==> src/rtl/rob_pkg.sv <==
// rob_pkg: ROB-wide sizing constants and the shared ROB index type.
package rob_pkg;
  localparam int DEF_ROB_SIZE = 128;
  localparam int ROB_IDX_W = $clog2(DEF_ROB_SIZE);
  localparam int DEF_NUM_REQ = 4;
  localparam int DEF_BUF_DEPTH = 2;
  typedef logic [ROB_IDX_W-1:0] rob_idx_t;
endpackage

==> src/rtl/finish_fifo.sv <==
// finish_fifo: small per-port completion FIFO with a head-of-queue output.
module finish_fifo #(
  parameter int DEPTH = 2,
  parameter int W = 7
) (
  input  logic                     clk,
  input  logic                     rst,
  input  logic                     push,
  input  logic                     pop,
  input  logic                     clr,
  input  logic [W-1:0]             din,
  output logic [W-1:0]             dout,
  output logic [$clog2(DEPTH):0]   count,
  output logic                     full,
  output logic                     empty
);
  localparam int AW = $clog2(DEPTH);
  logic [W-1:0] mem [DEPTH];
  logic [AW-1:0] wp, rp;
  always_ff @(posedge clk)
    if (push & ~clr) mem[wp] <= din;
  always_ff @(posedge clk or negedge rst)
    if (!rst) begin
      wp <= '0;
      rp <= '0;
      count <= '0;
    end else if (clr) begin
      wp <= '0;
      rp <= '0;
      count <= '0;
    end else begin
      if (push) wp <= wp + 1'b1;
      if (pop) rp <= rp + 1'b1;
      count <= count + (AW+1)'(push) - (AW+1)'(pop);
    end
  assign dout = mem[rp];
  assign full = count == (AW+1)'(DEPTH);
  assign empty = count == '0;
endmodule

==> src/rtl/rob_finish_arb.sv <==
// rob_finish_arb: round-robin arbiter funnelling unit completions into the ROB finish port.
module rob_finish_arb
  import rob_pkg::*;
#(
  parameter int NUM_REQ = DEF_NUM_REQ,
  parameter int ROB_SIZE = DEF_ROB_SIZE,
  parameter int BUF_DEPTH = DEF_BUF_DEPTH,
  localparam int IDXW = $clog2(ROB_SIZE)
) (
  input  logic                    clk,
  input  logic                    rst,
  input  logic [NUM_REQ-1:0]      req_valid,
  input  logic [NUM_REQ*IDXW-1:0] req_rob_entry,
  output logic [NUM_REQ-1:0]      req_ready,
  input  logic                    flush,
  output logic                    uop_finish,
  output logic [IDXW-1:0]         uop_finish_rob_entry,
  output logic                    idle
);
  localparam int RRW = (NUM_REQ > 1) ? $clog2(NUM_REQ) : 1;
  logic [NUM_REQ-1:0] push, pop, full, empty, cand;
  logic [IDXW-1:0] head [NUM_REQ];
  logic [$clog2(BUF_DEPTH):0] count [NUM_REQ];
  logic [RRW-1:0] rr, win, nxt;
  logic found;
  genvar i;
  generate
    for (i = 0; i < NUM_REQ; i++) begin : g_port
      assign req_ready[i] = ~full[i];
      assign push[i] = req_valid[i] & req_ready[i] & ~flush;
      assign pop[i] = found & (win == RRW'(i)) & ~flush;
      assign cand[i] = count[i] != '0;
      finish_fifo #(.DEPTH(BUF_DEPTH), .W(IDXW)) u_fifo (
        .clk(clk), .rst(rst), .push(push[i]), .pop(pop[i]), .clr(flush),
        .din(req_rob_entry[i*IDXW +: IDXW]), .dout(head[i]), .count(count[i]),
        .full(full[i]), .empty(empty[i])
      );
    end
  endgenerate
  // descending scan so the candidate closest to rr is the last (winning) assignment
  always_comb begin
    win = '0;
    found = 1'b0;
    for (int k = NUM_REQ - 1; k >= 0; k--)
      if (cand[(int'(rr) + k) % NUM_REQ]) begin
        win = RRW'((int'(rr) + k) % NUM_REQ);
        found = 1'b1;
      end
    nxt = (int'(win) == NUM_REQ - 1) ? '0 : win + 1'b1;
  end
  always_ff @(posedge clk or negedge rst)
    if (!rst) begin
      rr <= '0;
      uop_finish <= 1'b0;
      uop_finish_rob_entry <= '0;
    end else if (flush) begin
      rr <= '0;
      uop_finish <= 1'b0;
    end else begin
      uop_finish <= found;
      if (found) begin
        uop_finish_rob_entry <= head[win];
        rr <= nxt;
      end
    end
  assign idle = &empty & ~uop_finish;
endmodule

==> config.mk <==
export PLATFORM = sky130hd
export DESIGN_NAME = rob_finish_arb
export DESIGN_NICKNAME = d
export VERILOG_FILES = /design/src/rtl/rob_pkg.sv /design/src/rtl/finish_fifo.sv /design/src/rtl/rob_finish_arb.sv
export SDC_FILE = /design/constraint.sdc
export NUM_CORES = 1
export LEC_CHECK = 0
export ABC_CLOCK_PERIOD_IN_PS = 3300
export CAP_MARGIN = 0
export CORE_AREA = 4 4 107 109
export DETAILED_ROUTE_END_ITERATION = 16
export DIE_AREA = 0 0 111 113
export GPL_ROUTABILITY_DRIVEN = 1
export GPL_TIMING_DRIVEN = 1
export HOLD_SLACK_MARGIN = 0.08
export RECOVER_POWER = 25
export SKIP_LAST_GASP = 1
export SYNTH_ARGS = -nofsm -noshare
export SYNTH_HDL_FRONTEND = slang
export SYNTH_SLANG_ARGS = --single-unit
==> constraint.sdc <==
create_clock -name clk -period 3.3 [get_ports clk]
set_input_delay 0.33 -clock clk [delete_from_list [all_inputs] [get_ports clk]]
set_output_delay 0.33 -clock clk [all_outputs]
set_load 0.03 [all_outputs]
==> results.md <==
- The run finished with clean final reports.
- The effective utilization at floorplan is 34.2%.
- The final layout contains routed wiring with a total length of 7300 um.
- For this run, design rule violations remaining after detail routing come to 0.
- The tree is rooted in a sky130_fd_sc_hd__clkbuf_8.
- The count of flip-flops with a built-in enable after synthesis is 56.
- The signal arrival time at the worst endpoint is 3050 ps.
- The compound-cell area share of the yosys netlist is under 10%.
- The number of library cell types mapped by synthesis is 43.
- The Yosys warning count is 0.
- Of the total synthesized cell area, the portion taken by XOR and XNOR cells is 3.14%.
- In the post-synthesis netlist, the biggest area contributors are sky130_fd_sc_hd__edfxtp_1 46%, sky130_fd_sc_hd__dfrtp_1 18%, sky130_fd_sc_hd__mux2i_1 5.8%, sky130_fd_sc_hd__mux2_2 3.7%, sky130_fd_sc_hd__ha_1 3.1%.
- In the final layout, the share of cells above drive strength 1 is between 10% and 20%.
- From left edge to right edge, the die measures 111 um.
- The number of buffers inserted by hold repair at cts is 0.
- The slew of the pin with the lowest slew margin is 707 ps.
- The number of gates on the worst path with buffers counted is 12.
- The gate count of the mapped netlist is 264.
- The diode insertion count for antenna repair is 0.
- The placeable core region is 10,600 um2.
- The count of buffering cells on the critical path with inverters included is 2.
- The pin count of the biggest net entering global routing is 27.
- The net count reported at finish is 357.
- The launching instance or port of the critical path is g_port[0].u_fifo.count[1]$_DFF_PN0_.
- In this run the power density over the cells is approximately 880 nW/um2.
- For this run, the total global-route usage over all layers was measured as 12.0%.
- The synthesis-to-finish area growth is 22.1%.
- The post-route cell area is 4430 um2.
- Setup violations remaining at the end of the flow were counted as 0.
- In this run, post-CTS repair resized a total of 0 instances.
- The worst register-to-register path ends at g_port[2].u_fifo.count[1]$_DFF_PN0_.
- The peak supply drop is approximately 0.00035 V.
- The die covers 12,500 um2.
- The average vias per placed instance is 4.71.
- In this run the cell area of the synthesized design comes to 3630 um2.
- Dividing the detail-routed wire length by the instance count gives 15.9 um.
- The post-CTS setup buffer count is 0.
- Summed over all instances, the cell type with the most area after synthesis is sky130_fd_sc_hd__edfxtp_1.
- STA classifies the critical path startpoint as a register.
- The number of top-level pins is 48.
- The total via count in the routed design is 2,158.
- In this run the worst setup path terminates at g_port[2].u_fifo.count[1]$_DFF_PN0_.
- The synthesized netlist devotes 9.79% of its cell area to simple gates.
- The leading cell type by number of instances after synthesis is sky130_fd_sc_hd__edfxtp_1.
- The prevailing post-synth register cell is sky130_fd_sc_hd__edfxtp_1.
- The largest buffer count on any clock path is 2.
- Multiplexer cells account for roughly a tenth of the synthesized area.
- The type of the tightest min-delay check is input pin to async pin.
- The critical path is of the register to register type.
- For this run, the slowest stage of the critical path takes 430 ps.
- The period utilization is 85.2%.
- Setup repair after global routing left no endpoint under its margin.
- The design draws 3.92 mW.
- The H-tree was split into 3 levels.
- The worst register-to-register path begins at g_port[0].u_fifo.count[1]$_DFF_PN0_.
- For the worst flop-to-flop path, the logic depth is 12.
- The later-pin clock latency in the skew report is between 300 and 400 ps.
- The synthesized flop and latch total is a little over 80.
- The critical path data required time is between 3000 and 4000 ps.
- The normalized max-slew margin is 52.7%.
- The cell family contributing the most delay on the critical path is simple AND/OR/NAND/NOR gates.
- The overall overflow remaining after global route is 0.
- After synthesis, the most frequently instantiated cells are 56 x sky130_fd_sc_hd__edfxtp_1, 26 x sky130_fd_sc_hd__dfrtp_1, 25 x sky130_fd_sc_hd__nor2_1.
- The number of hold-slack violations in the final timing report is 0.
- The initial antenna violation count is 0.
- The setup TNS is 0 ps.
- The clock transition at the register clock pins on the worst setup and hold paths after CTS is 90 ps.
- The clock net in this run drives a total of 82 sinks.
- The weighted congestion at the end of routability-driven global placement is roughly 0.80.
- The detailed placer's ending HPWL is 5440 um.
- The CTS tree is done.
- The average instance in the mapped netlist occupies ~14 um2.
- The cell with the largest stage delay on the worst path is sky130_fd_sc_hd__dfrtp_1.
- The fraction of the mapped netlist area in adder cells is 3.10%.
- The net count of the mapped netlist is a little over 300.
- The first detailed-routing pass ran for 4 iterations.
- The clock skew after layout is between 9 and 10 ps.
- The placed standard-cell area is 4230 um2.
- The iteration-0 DRC count of the detailed router is 96.
- Of all flip-flops after synthesis, the portion carrying an async set or reset was around a third.
- The number of inserted filler cells in the final layout is around 1,000.
- The max-cap check violation count is 0.
- The maximum fanout along the worst path is 14.
- The portion of the post-synthesis area used by sequential elements is between 60 and 70%.
- Traced cell by cell, the critical path runs through o21bai_1, or2_0, and3_4, inv_2, ha_1, and3_1, ha_1, inv_1, ha_1, xor2_1, xnor2_1, nor2_1.
- The number of rows in the core area is 38.
- The shortest period the worst path allows is ~2800 ps.
- Summed over all cells, the static leakage comes to 1.65 nW.
- The floorplan step set the die height to 113 um.
- The number of global-route vias before repair was 2,169.
- Of the post-synthesis cell area, the dominant cell type holds between 40% and 50%.
- The detail route stage leaves a number of antenna-violating nets equal to 0.
- The largest family of logic cells by synthesized area is multiplexers.
- The count of final max-slew check failures is 0.
- The count of input and output buffers is 47.
- The setup slack of the most critical reg-to-reg path is 490 ps.
- Buffers inserted during clock tree synthesis total 9.
- The share of the core filled with cells is 41.8%.
- The capturing element type of the critical path is a register.
- The maximum clock frequency is 355 MHz.
- By instance count, the cell type seen most on the critical path is sky130_fd_sc_hd__ha_1.
- The global-route wire length before repair is between 10,000 and 15,000 um.
## state kept, by name (all words and copies together) (netlist names)
name / cells
g_port.u_fifo.mem: 56
g_port.u_fifo.count: 8
g_port.u_fifo.wp: 4
g_port.u_fifo.rp: 4
uop_finish_rob_entry: 7
uop_finish: 1
rr: 2
## layout make-up
type                    instances  area (um2)  area share (%)
flip-flops and latches         82        2330            52.6
multi-input cells             159        1190            26.9
repair buffers                 49         485            11.0
well taps                     140         175            3.95
clock buffers                   9         124            2.80
clock inverters                 7        76.3            1.72
inverters                      12        45.0            1.02
## cell families (layout without fill, tap and decap cells)
logic type | count (synthesis) | in the layout
flip-flops | 82 | 82
AND/OR/NAND/NOR | 72 | 72
multiplexers | 35 | 35
AO/OA/AOI/OAI | 30 | 30
buffers and inverters | 23 | 77
XOR/XNOR | 13 | 13
adder cells (fa/ha/maj) | 9 | 9
## layout by cell type (no fill, tap or decap), drive strengths merged, types with 2 or more instances in the layout
cell type,instances
inv,14
nor3,2
dfrtp,26
ha,9
o2111ai,2
dlygate4sd3,23
nand2b,3
clkdlybuf4s50,24
xnor2,8
clkinv,2
o21bai,2
or2,2
or3,2
a21oi,4
nand4,8
nand2,16
mux2,14
nor2,26
o21ai,3
buf,2
nand3,4
edfxtp,56
mux2i,21
o211ai,12
xor2,5
clkbuf,9
clkinvlp,2
nor2b,4
and3,2
## power breakdown
part           internal, mW  switching [mW]
clock                 0.355           0.377
combinational         0.736           0.981
sequential             1.30           0.173
## layer usage
metal / vias up / routed length, um / global-route usage [%]
li1: 1063 / - / -
met1: 1034 / 3560 / 16.4
met2: 48 / 3290 / 18.3
met3: 13 / 325 / 3.37
met4: 0 / 128 / 4.52
met5: - / 0 / 0
## worst min-delay path by stage
stage,from,end,depth (start not counted)
after global routing,rst,g_port[0].u_fifo.rp$_DFFE_PN0P_,2
after global placement,uop_finish_rob_entry[3]$_DFFE_PN0P_,uop_finish_rob_entry[3]$_DFFE_PN0P_,2
after CTS,rst,g_port[2].u_fifo.wp$_DFFE_PN0P_,2
after floorplan,rst,g_port[0].u_fifo.count[0]$_DFF_PN0_,0
final,rst,g_port[2].u_fifo.wp$_DFFE_PN0P_,2
after detailed placement,uop_finish_rob_entry[3]$_DFFE_PN0P_,uop_finish_rob_entry[3]$_DFFE_PN0P_,2
## worst register-to-register path, delay by kind of cell (launching register included)
family	cells	cell delay, ps
and+or+nand+nor	4	930
adders and majority gates	3	670
DFF	1	430
xor gates and xnor gates	2	300
AOI/OAI and AO/OA	1	200
buffers and inverters	2	180
## stage by stage
step	setup slack, ps	hold WS [ps]	cells
after detailed placement	503	523	442
after global routing	291	405	458
after CTS	490	362	458
after global placement	588	512	442
after floorplan	767	34.4	264
final	487	358	458
Power figures use the tool's default switching activity.
